[src/rtl/joypad_pkg.sv]
// joypad_pkg
// Shared constants for the joypad front end.
//   BTN_*        : bit positions of each button within the 8-bit button vectors.
//   JOYP_SEL_*   : bit positions within button_sel; a 0 on that bit enables the group.
package joypad_pkg;

    localparam int BTN_RIGHT  = 0;
    localparam int BTN_LEFT   = 1;
    localparam int BTN_UP     = 2;
    localparam int BTN_DOWN   = 3;
    localparam int BTN_A      = 4;
    localparam int BTN_B      = 5;
    localparam int BTN_SELECT = 6;
    localparam int BTN_START  = 7;

    localparam int NUM_BUTTONS = 8;

    localparam int JOYP_SEL_DIR = 0;
    localparam int JOYP_SEL_ACT = 1;

endpackage

[src/rtl/joypad_debouncer_debounce_bit.sv]
// debounce_bit
// Two-flop synchroniser followed by a saturating-on-match debounce counter for
// one push-button line. The stable state flips only after the synchronised
// input has disagreed with it for DEBOUNCE_CYCLES consecutive clocks.
// Ports:
//   clock  : system clock
//   reset  : synchronous, active-high
//   raw    : asynchronous button input, 1 = pressed
//   state  : debounced button state, 1 = pressed
module debounce_bit #(
    parameter logic [15:0] DEBOUNCE_CYCLES = 16'd40000,
    parameter int          CNT_WIDTH       = 16
) (
    input  logic clock,
    input  logic reset,
    input  logic raw,
    output logic state
);

    localparam logic [CNT_WIDTH-1:0] CNT_MAX = CNT_WIDTH'(DEBOUNCE_CYCLES - 16'd1);

    logic                 sync1;
    logic                 sync2;
    logic [CNT_WIDTH-1:0] cnt;

    // Synchroniser: back-to-back flops, nothing in between.
    always_ff @(posedge clock) begin
        if (reset) begin
            sync1 <= 1'b0;
            sync2 <= 1'b0;
        end else begin
            sync1 <= raw;
            sync2 <= sync1;
        end
    end

    // Debounce: any agreement with the current state restarts the count, so a
    // bounce shorter than the window can never flip the state.
    always_ff @(posedge clock) begin
        if (reset) begin
            cnt   <= '0;
            state <= 1'b0;
        end else if (sync2 == state) begin
            cnt   <= '0;
        end else if (cnt == CNT_MAX) begin
            state <= sync2;
            cnt   <= '0;
        end else begin
            cnt   <= cnt + 1'b1;
        end
    end

endmodule

[src/rtl/joypad_debouncer.sv]
// joypad_debouncer
// Front end of the joypad path: synchronises and debounces the eight raw
// buttons, presents the active-low nibble selected by button_sel and pulses
// joy_irq for one cycle on any high-to-low transition of that nibble.
// Ports:
//   clock       : system clock
//   reset       : synchronous, active-high
//   btn_raw     : raw buttons, 1 = pressed (Right, Left, Up, Down, A, B, Select, Start)
//   button_sel  : group select, bit 0 low = directions, bit 1 low = actions
//   button_data : active-low nibble (Down/Start, Up/Select, Left/B, Right/A)
//   btn_state   : debounced buttons, 1 = pressed
//   joy_irq     : one-cycle pulse on any falling edge of button_data
module joypad_debouncer
    import joypad_pkg::*;
#(
    parameter logic [15:0] DEBOUNCE_CYCLES = 16'd40000,
    parameter int          CNT_WIDTH       = 16
) (
    input  logic       clock,
    input  logic       reset,
    input  logic [7:0] btn_raw,
    input  logic [1:0] button_sel,
    output logic [3:0] button_data,
    output logic [7:0] btn_state,
    output logic       joy_irq
);

    logic [3:0] prev_data;

    // Both groups may be enabled at once; the nibble is then their OR, inverted.
    function automatic logic [3:0] sel_nibble(input logic [7:0] state,
                                              input logic [1:0] sel);
        logic [3:0] dirs;
        logic [3:0] acts;
        dirs = state[BTN_DOWN:BTN_RIGHT];
        acts = state[BTN_START:BTN_A];
        return ~((dirs & {4{~sel[JOYP_SEL_DIR]}}) |
                 (acts & {4{~sel[JOYP_SEL_ACT]}}));
    endfunction

    // Per-button synchronise and debounce.
    for (genvar i = 0; i < NUM_BUTTONS; i++) begin : g_btn
        debounce_bit #(
            .DEBOUNCE_CYCLES (DEBOUNCE_CYCLES),
            .CNT_WIDTH       (CNT_WIDTH)
        ) u_debounce_bit (
            .clock (clock),
            .reset (reset),
            .raw   (btn_raw[i]),
            .state (btn_state[i])
        );
    end

    always_comb begin
        button_data = sel_nibble(btn_state, button_sel);
    end

    // Falling-edge detect on the presented nibble. A select change that
    // exposes a pressed button counts as a falling edge too.
    always_ff @(posedge clock) begin
        if (reset) begin
            prev_data <= 4'hF;
            joy_irq   <= 1'b0;
        end else begin
            prev_data <= button_data;
            joy_irq   <= |(prev_data & ~button_data);
        end
    end

endmodule

[config.mk]
export PLATFORM = sky130hd
export DESIGN_NAME = joypad_debouncer
export DESIGN_NICKNAME = d
export VERILOG_FILES = /design/src/rtl/joypad_pkg.sv /design/src/rtl/joypad_debouncer_debounce_bit.sv /design/src/rtl/joypad_debouncer.sv
export SDC_FILE = /design/constraint.sdc
export NUM_CORES = 1
export LEC_CHECK = 0
export BUFFER_PORTS_ARGS = -buffer_cell sky130_fd_sc_hd__buf_2
export CELL_PAD_IN_SITES_DETAIL_PLACEMENT = 0
export CELL_PAD_IN_SITES_GLOBAL_PLACEMENT = 1
export CORE_MARGIN = 2
export CORE_UTILIZATION = 48
export DETAILED_ROUTE_END_ITERATION = 6
export PLACE_DENSITY_LB_ADDON = 0.1
export SYNTH_ARGS = -nofsm -noshare
export SYNTH_HDL_FRONTEND = slang
export SYNTH_HIERARCHICAL = 1
export SYNTH_SLANG_ARGS = --single-unit
[constraint.sdc]
create_clock -name clock -period 1.95 [get_ports clock]
set_input_delay 0.195 -clock clock [delete_from_list [all_inputs] [get_ports clock]]
set_output_delay 0.195 -clock clock [all_outputs]
set_load 0.01 [all_outputs]
### Word-level counts from Yosys, hierarchy flattened

Cells that the tools add are included.

| storage, ports and cells | value |
|---|---|
| output and inout bits | 13 |
| input bits | 12 |
| logic and storage cells | 91 |
| register bits | 157 |

| cells by class | value |
|---|---|
| bitwise gates (word level) | 16 |
| add/subtract/negate cells | 8 |
| equal/unequal tests | 16 |
| reduce and logical (&&, ||, !) cells | 17 |

Operator list:

| cell | count |
|---|---|
| adder 16 x 1 -> 16 bit, second input constant | 8 |
| == test 16 bit, second input constant | 8 |
| OR reduction 3 bit | 8 |
| AND reduction 2 bit | 8 |
| AND 4 bit | 3 |
| inverter 1 bit | 10 |
| == test 1 bit | 8 |
| inverter 4 bit | 2 |
| bitwise OR 4 bit | 1 |
| OR reduction 4 bit | 1 |

### Logic depth before layout (Yosys ltp)

| logic depth | value |
|---|---|
| depth in word-level cells | 7 |
| mapped depth | 8 |
| mapped depth without buffers | 5 |

### Cells and area by module

Netlist, hierarchy kept.

Modules (own cells, without submodules):

| module | seq. area each (um^2) | area each (um^2) | cells each | times used |
|---|---|---|---|---|
| debounce_bit | 380.4 | 833.3 | 91 | 8 |
| joypad_debouncer | 100.1 | 234.0 | 26 | 1 |

### Worst setup path before layout

No wires, ideal clock.

| timing | value |
|---|---|
| path kind | register to register |
| start | register g_btn[0].u_debounce_bit.cnt[7] |
| end | register g_btn[0].u_debounce_bit.cnt[10] |
| stages on the path, launching flop included | 7 |
| setup time | 0.115 ns |
| setup slack | 0.258 ns |
| buffers on the path | 2 |
| clock period less this slack | 1.692 ns |
| arrival | 1.577 ns |
| data required time | 1.835 ns |
| cell sequence | dfxtp_1 or4_1 nor4_2 or3_1 buf_6 buf_6 nor2_1 |

| between the ends | value |
|---|---|
| longest elaborated chain between the ends | 2 |
| elaborated cells on any way between the ends | 3 |
| those cells by class | add/sub: 1; eq/ne: 1; reduce/logical: 1 |

RTL lines:

| element | RTL line | source |
|---|---|---|
| start, declared | joypad_debouncer_debounce_bit.sv:24 | `logic [CNT_WIDTH-1:0] cnt;` |
| start signal, assigned | joypad_debouncer_debounce_bit.sv:49 | `cnt <= cnt + 1'b1;` |
| branches (longest 2 deep; another with adder 16 x 1 -> 16 bit) | - |  |

Parallel ways; which one is timed is not known.
A chain may end at the register's enable or synchronous reset.

### Worst setup path in the final report

| timing | value |
|---|---|
| start | register g_btn[7].u_debounce_bit.cnt[7] |
| end | register g_btn[7].u_debounce_bit.cnt[13] |

| between the ends | value |
|---|---|
| longest elaborated chain between the ends | 2 |
| elaborated cells on any way between the ends | 3 |
| those cells by class | add/sub: 1; eq/ne: 1; reduce/logical: 1 |

RTL lines:

| element | RTL line |
|---|---|
| start, declared | joypad_debouncer_debounce_bit.sv:24 |
| start signal, assigned | joypad_debouncer_debounce_bit.sv:49 |
| branches (longest 2 deep; another with adder 16 x 1 -> 16 bit) | - |

Parallel ways; which one is timed is not known.

==> impl_metrics.yaml <==
synth:
  netlist_area_sq_um: 6900
  mappedNetlistNets: 774
  netlist-cell-type-count: 27
  synthCells: 754
  synthesis.yosys.warnings: 6
  post_synthesis_async_set_or_reset_flop_share: 0
  synth_edf_count: 0
  yosys_register_bits: 157
  ys_dominant_reg_cell: "sky130_fd_sc_hd__dfxtp_1"
  synth.avg_cell_area_sq_um: 9.15
  fraction_of_the_yosys_area_taken_by_sequential_cells: 0.455
global_routing:
  grt_max_degree: 33
  grt_util_all_layers: 0.185
  grt_antenna_before_repair: 0
  gr-total-overflow: 0
  global_route_wire_length_before_repair_mm: 22.5
  first_global_vias: 4991
sta:
  max_freq_ghz: 0.545
  worstMarginPinSlew_ns: 0.545
  final_max_slew_viols: 0
  setup_viol: 0
  grt_setup_unrepaired: "false"
  slew_headroom: 0.637
  final.setup_skew_ns: 0.00435
  finalSetupTns_ns: 0
  final_hold_viol_count: 0
  finalCriticalPeriod_ns: 1.83
  tightest_hold_margin_ns: 0.0215
  fin_crit_sh: 0.940
clocking:
  cts.htree.levels: 4
  cts_made_buffers: 17
  latest_clock_arrival_within_the_worst_skew_pair_ns: 0.42
  post_cts_buffers: 0
  clk_pin_slew_worst_paths_ns: 0.06
  clk_path_buf_depth: 2
  tritoncts: "done"
  clock_tree.root_cell: "sky130_fd_sc_hd__clkbuf_16"
  clk_sink_count: 157
critical_path:
  critical_path_arrival_ns: 2.14
  critical_path_peak_fanout: 16
  worst_ep_required_time_ns: 2.25
  crit_path_top_delay_cell: "sky130_fd_sc_hd__or4_1"
  start_kind: "flip-flop"
  cp_cell_sequence: "or4_1 -> nor4_4 -> or3_1 -> buf_4 -> nor2_1"
  timing_worst_setup_path_type: "reg2reg"
  slowest_delay_ns: 0.58
  rrSetupSlack_ns: 0.12
  cp-end-kind: "flip-flop"
finish:
  nNetsFinal: 832
  fin_area_sq_um: 7970
  total_area_of_multi_input_combinational_cells_sq_um: 3500
  post_route_cells_drive_above_1_share: 0.141
  areaGrowthSynthToFinish_pct: 15.5
  filler_cell_count: 1269
  insertedDiodeCount: 0
  seqCellArea_sq_um: 3140
detailed_routing:
  drt_pre_antenna_iters: 4
  highest_layer: "met4"
  wire_length_per_cell_after_detailed_routing_um: 12.9
  drc: 0
  num_vias: 5240
  wl_mm: 12.9
  detail-route-antenna-nets: 0
  drt_first_iter_violations: 318
  detailroute.wirelength.met3_um: 451
  met1Wirelength_mm: 6.41
  wl_met2_mm: 5.95
  viasPerCell: 5.22
floorplan:
  row_count: 43
  core_area_sq_um: 14000
  die_width_um: 124
  pin_count: 25
  die_area_sq_um: 15400
  initial_core_util: 0.493
  floorplan.die.height_um: 124
power:
  worst_case_vdd_ir_drop_v: 0.000650
  p_int_w: 0.00522
  p_switching_w: 0.00127
  power.leakage_nw: 2.62
  power_per_cell_area_nw_per_um2: 814
  comb_power_share: 0.015
  design_power_total_w: 0.00649
  seq_power_share: 0.499
  swShare: 0.196
  clock_power_share: 0.486
placement:
  dpl-instance-area_sq_um: 7340
  hpwl_mm: 9.04
  finalWeightedCongestion: 0.812
  numPortBuffers: 24
run_status:
  outcome: "completed"
job:
  cap_violations: 0
min_path:
  min_path_type: "in2reg"
-- power groups by stage --
stage	combinational, W	sequential, W	clock, W
CTS	0.0000972	0.00324	0.00325
finish	0.0000948	0.00324	0.00315
global placement	0.0000877	0.00331	0
detailed placement	0.0000892	0.00331	0
global route	0.000107	0.00324	0.00337
floorplan	0.0000560	0.00331	0
-- what timing repair did --
| item | in CTS | in global routing |
|---|---|---|
| hold buffers | 5 | 0 |
| hold endpoints to repair | 5 | 0 |
| endpoints found under the setup margin | 0 | 15 |
| gates resized for setup | 0 | 1 |
-- synthesized netlist by cell type, drive strengths merged (16+ instances only) --
cell type  instances  share of area
dfxtp            157           0.46
nor2             148          0.081
xnor2             72          0.091
nand4             64          0.058
nand3             48          0.035
xor2              48          0.061
nor4              40          0.044
and3              24          0.023
nand2             24          0.013
nor2b             24          0.024
buf               16          0.026
inv               16         0.0087
-- logic make-up (layout without fill, tap and decap cells) --
logic type | after synthesis | after routing | share of synthesized area
AO/OA/AOI/OAI | 5 | 5 | 0.00417
XOR/XNOR | 120 | 120 | 0.152
adder cells (fa/ha/maj) | 8 | 8 | 0.0145
buffers and inverters | 40 | 109 | 0.0392
flip-flops | 157 | 157 | 0.455
multiplexers | 8 | 8 | 0.0116
AND/OR/NAND/NOR | 416 | 416 | 0.323
-- stage by stage --
stage,setup slack (ns),util,cells
after floorplan,0.258,-,754
after global placement,0.109,0.525,968
after detailed placement,0.0833,0.525,968
after CTS,0.0618,0.569,1003
after global routing,0.00817,0.570,1003
final,0.116,0.570,1003
-- worst max-delay path, delay by kind of cell (launching register included) --
kind	cells	cell delay (ns)
DFF	1	0.38
buffers and inverters	1	0.20
and+or+nand+nor	4	1.13
-- area by class of cell --
type                    count  share of cell area
clock buffers              25              0.0647
clock inverters             5             0.00706
inverters                  16             0.00753
multi-input cells         557               0.439
flip-flops and latches    157               0.394
well taps                 180              0.0283
repair buffers             63              0.0596
-- sequential cells by signal, summed over array words and instances (netlist names) --
| register | cells |
|---|---|
| prev_data | 4 |
| joy_irq | 1 |
| g_btn.u_debounce_bit/sync2 | 8 |
| g_btn.u_debounce_bit/state | 8 |
| g_btn.u_debounce_bit/sync1 | 8 |
| g_btn.u_debounce_bit/cnt | 128 |
-- final timing paths --
| kind | start | to | cells past startpoint |
|---|---|---|---|
| worst max-delay path | g_btn[7].u_debounce_bit/cnt[7] | g_btn[7].u_debounce_bit/cnt[13] | 5 |
| worst min-delay path | btn_raw[7] | g_btn[7].u_debounce_bit/sync1 | 2 |
| worst max register to register | g_btn[7].u_debounce_bit/cnt[7] | g_btn[7].u_debounce_bit/cnt[13] | 5 |
| worst min register to register | g_btn[7].u_debounce_bit/sync1 | g_btn[7].u_debounce_bit/sync2 | 1 |
-- per-layer routing --
layer / vias up / track usage
met2: 85 / 0.286
met1: 2409 / 0.246
met3: 12 / 0.0458
li1: 2734 / -
met4: 0 / 0.0787
met5: - / 0
-- cell usage in the layout, fill, tap and decap left out, drive strengths merged --
cell,n
a41oi,1
and3,24
and4,8
buf,58
bufinv,1
clkbuf,25
clkinv,3
clkinvlp,1
dfxtp,157
dlygate4sd3,5
ha,8
inv,16
mux2i,8
nand2,24
nand3,48
nand4,64
nor2,148
nor2b,24
nor3,8
nor4,40
o21ai,4
or2,4
or3,8
or3b,8
or4,8
xnor2,72
xor2,48
Power figures use the tool's default switching activity.
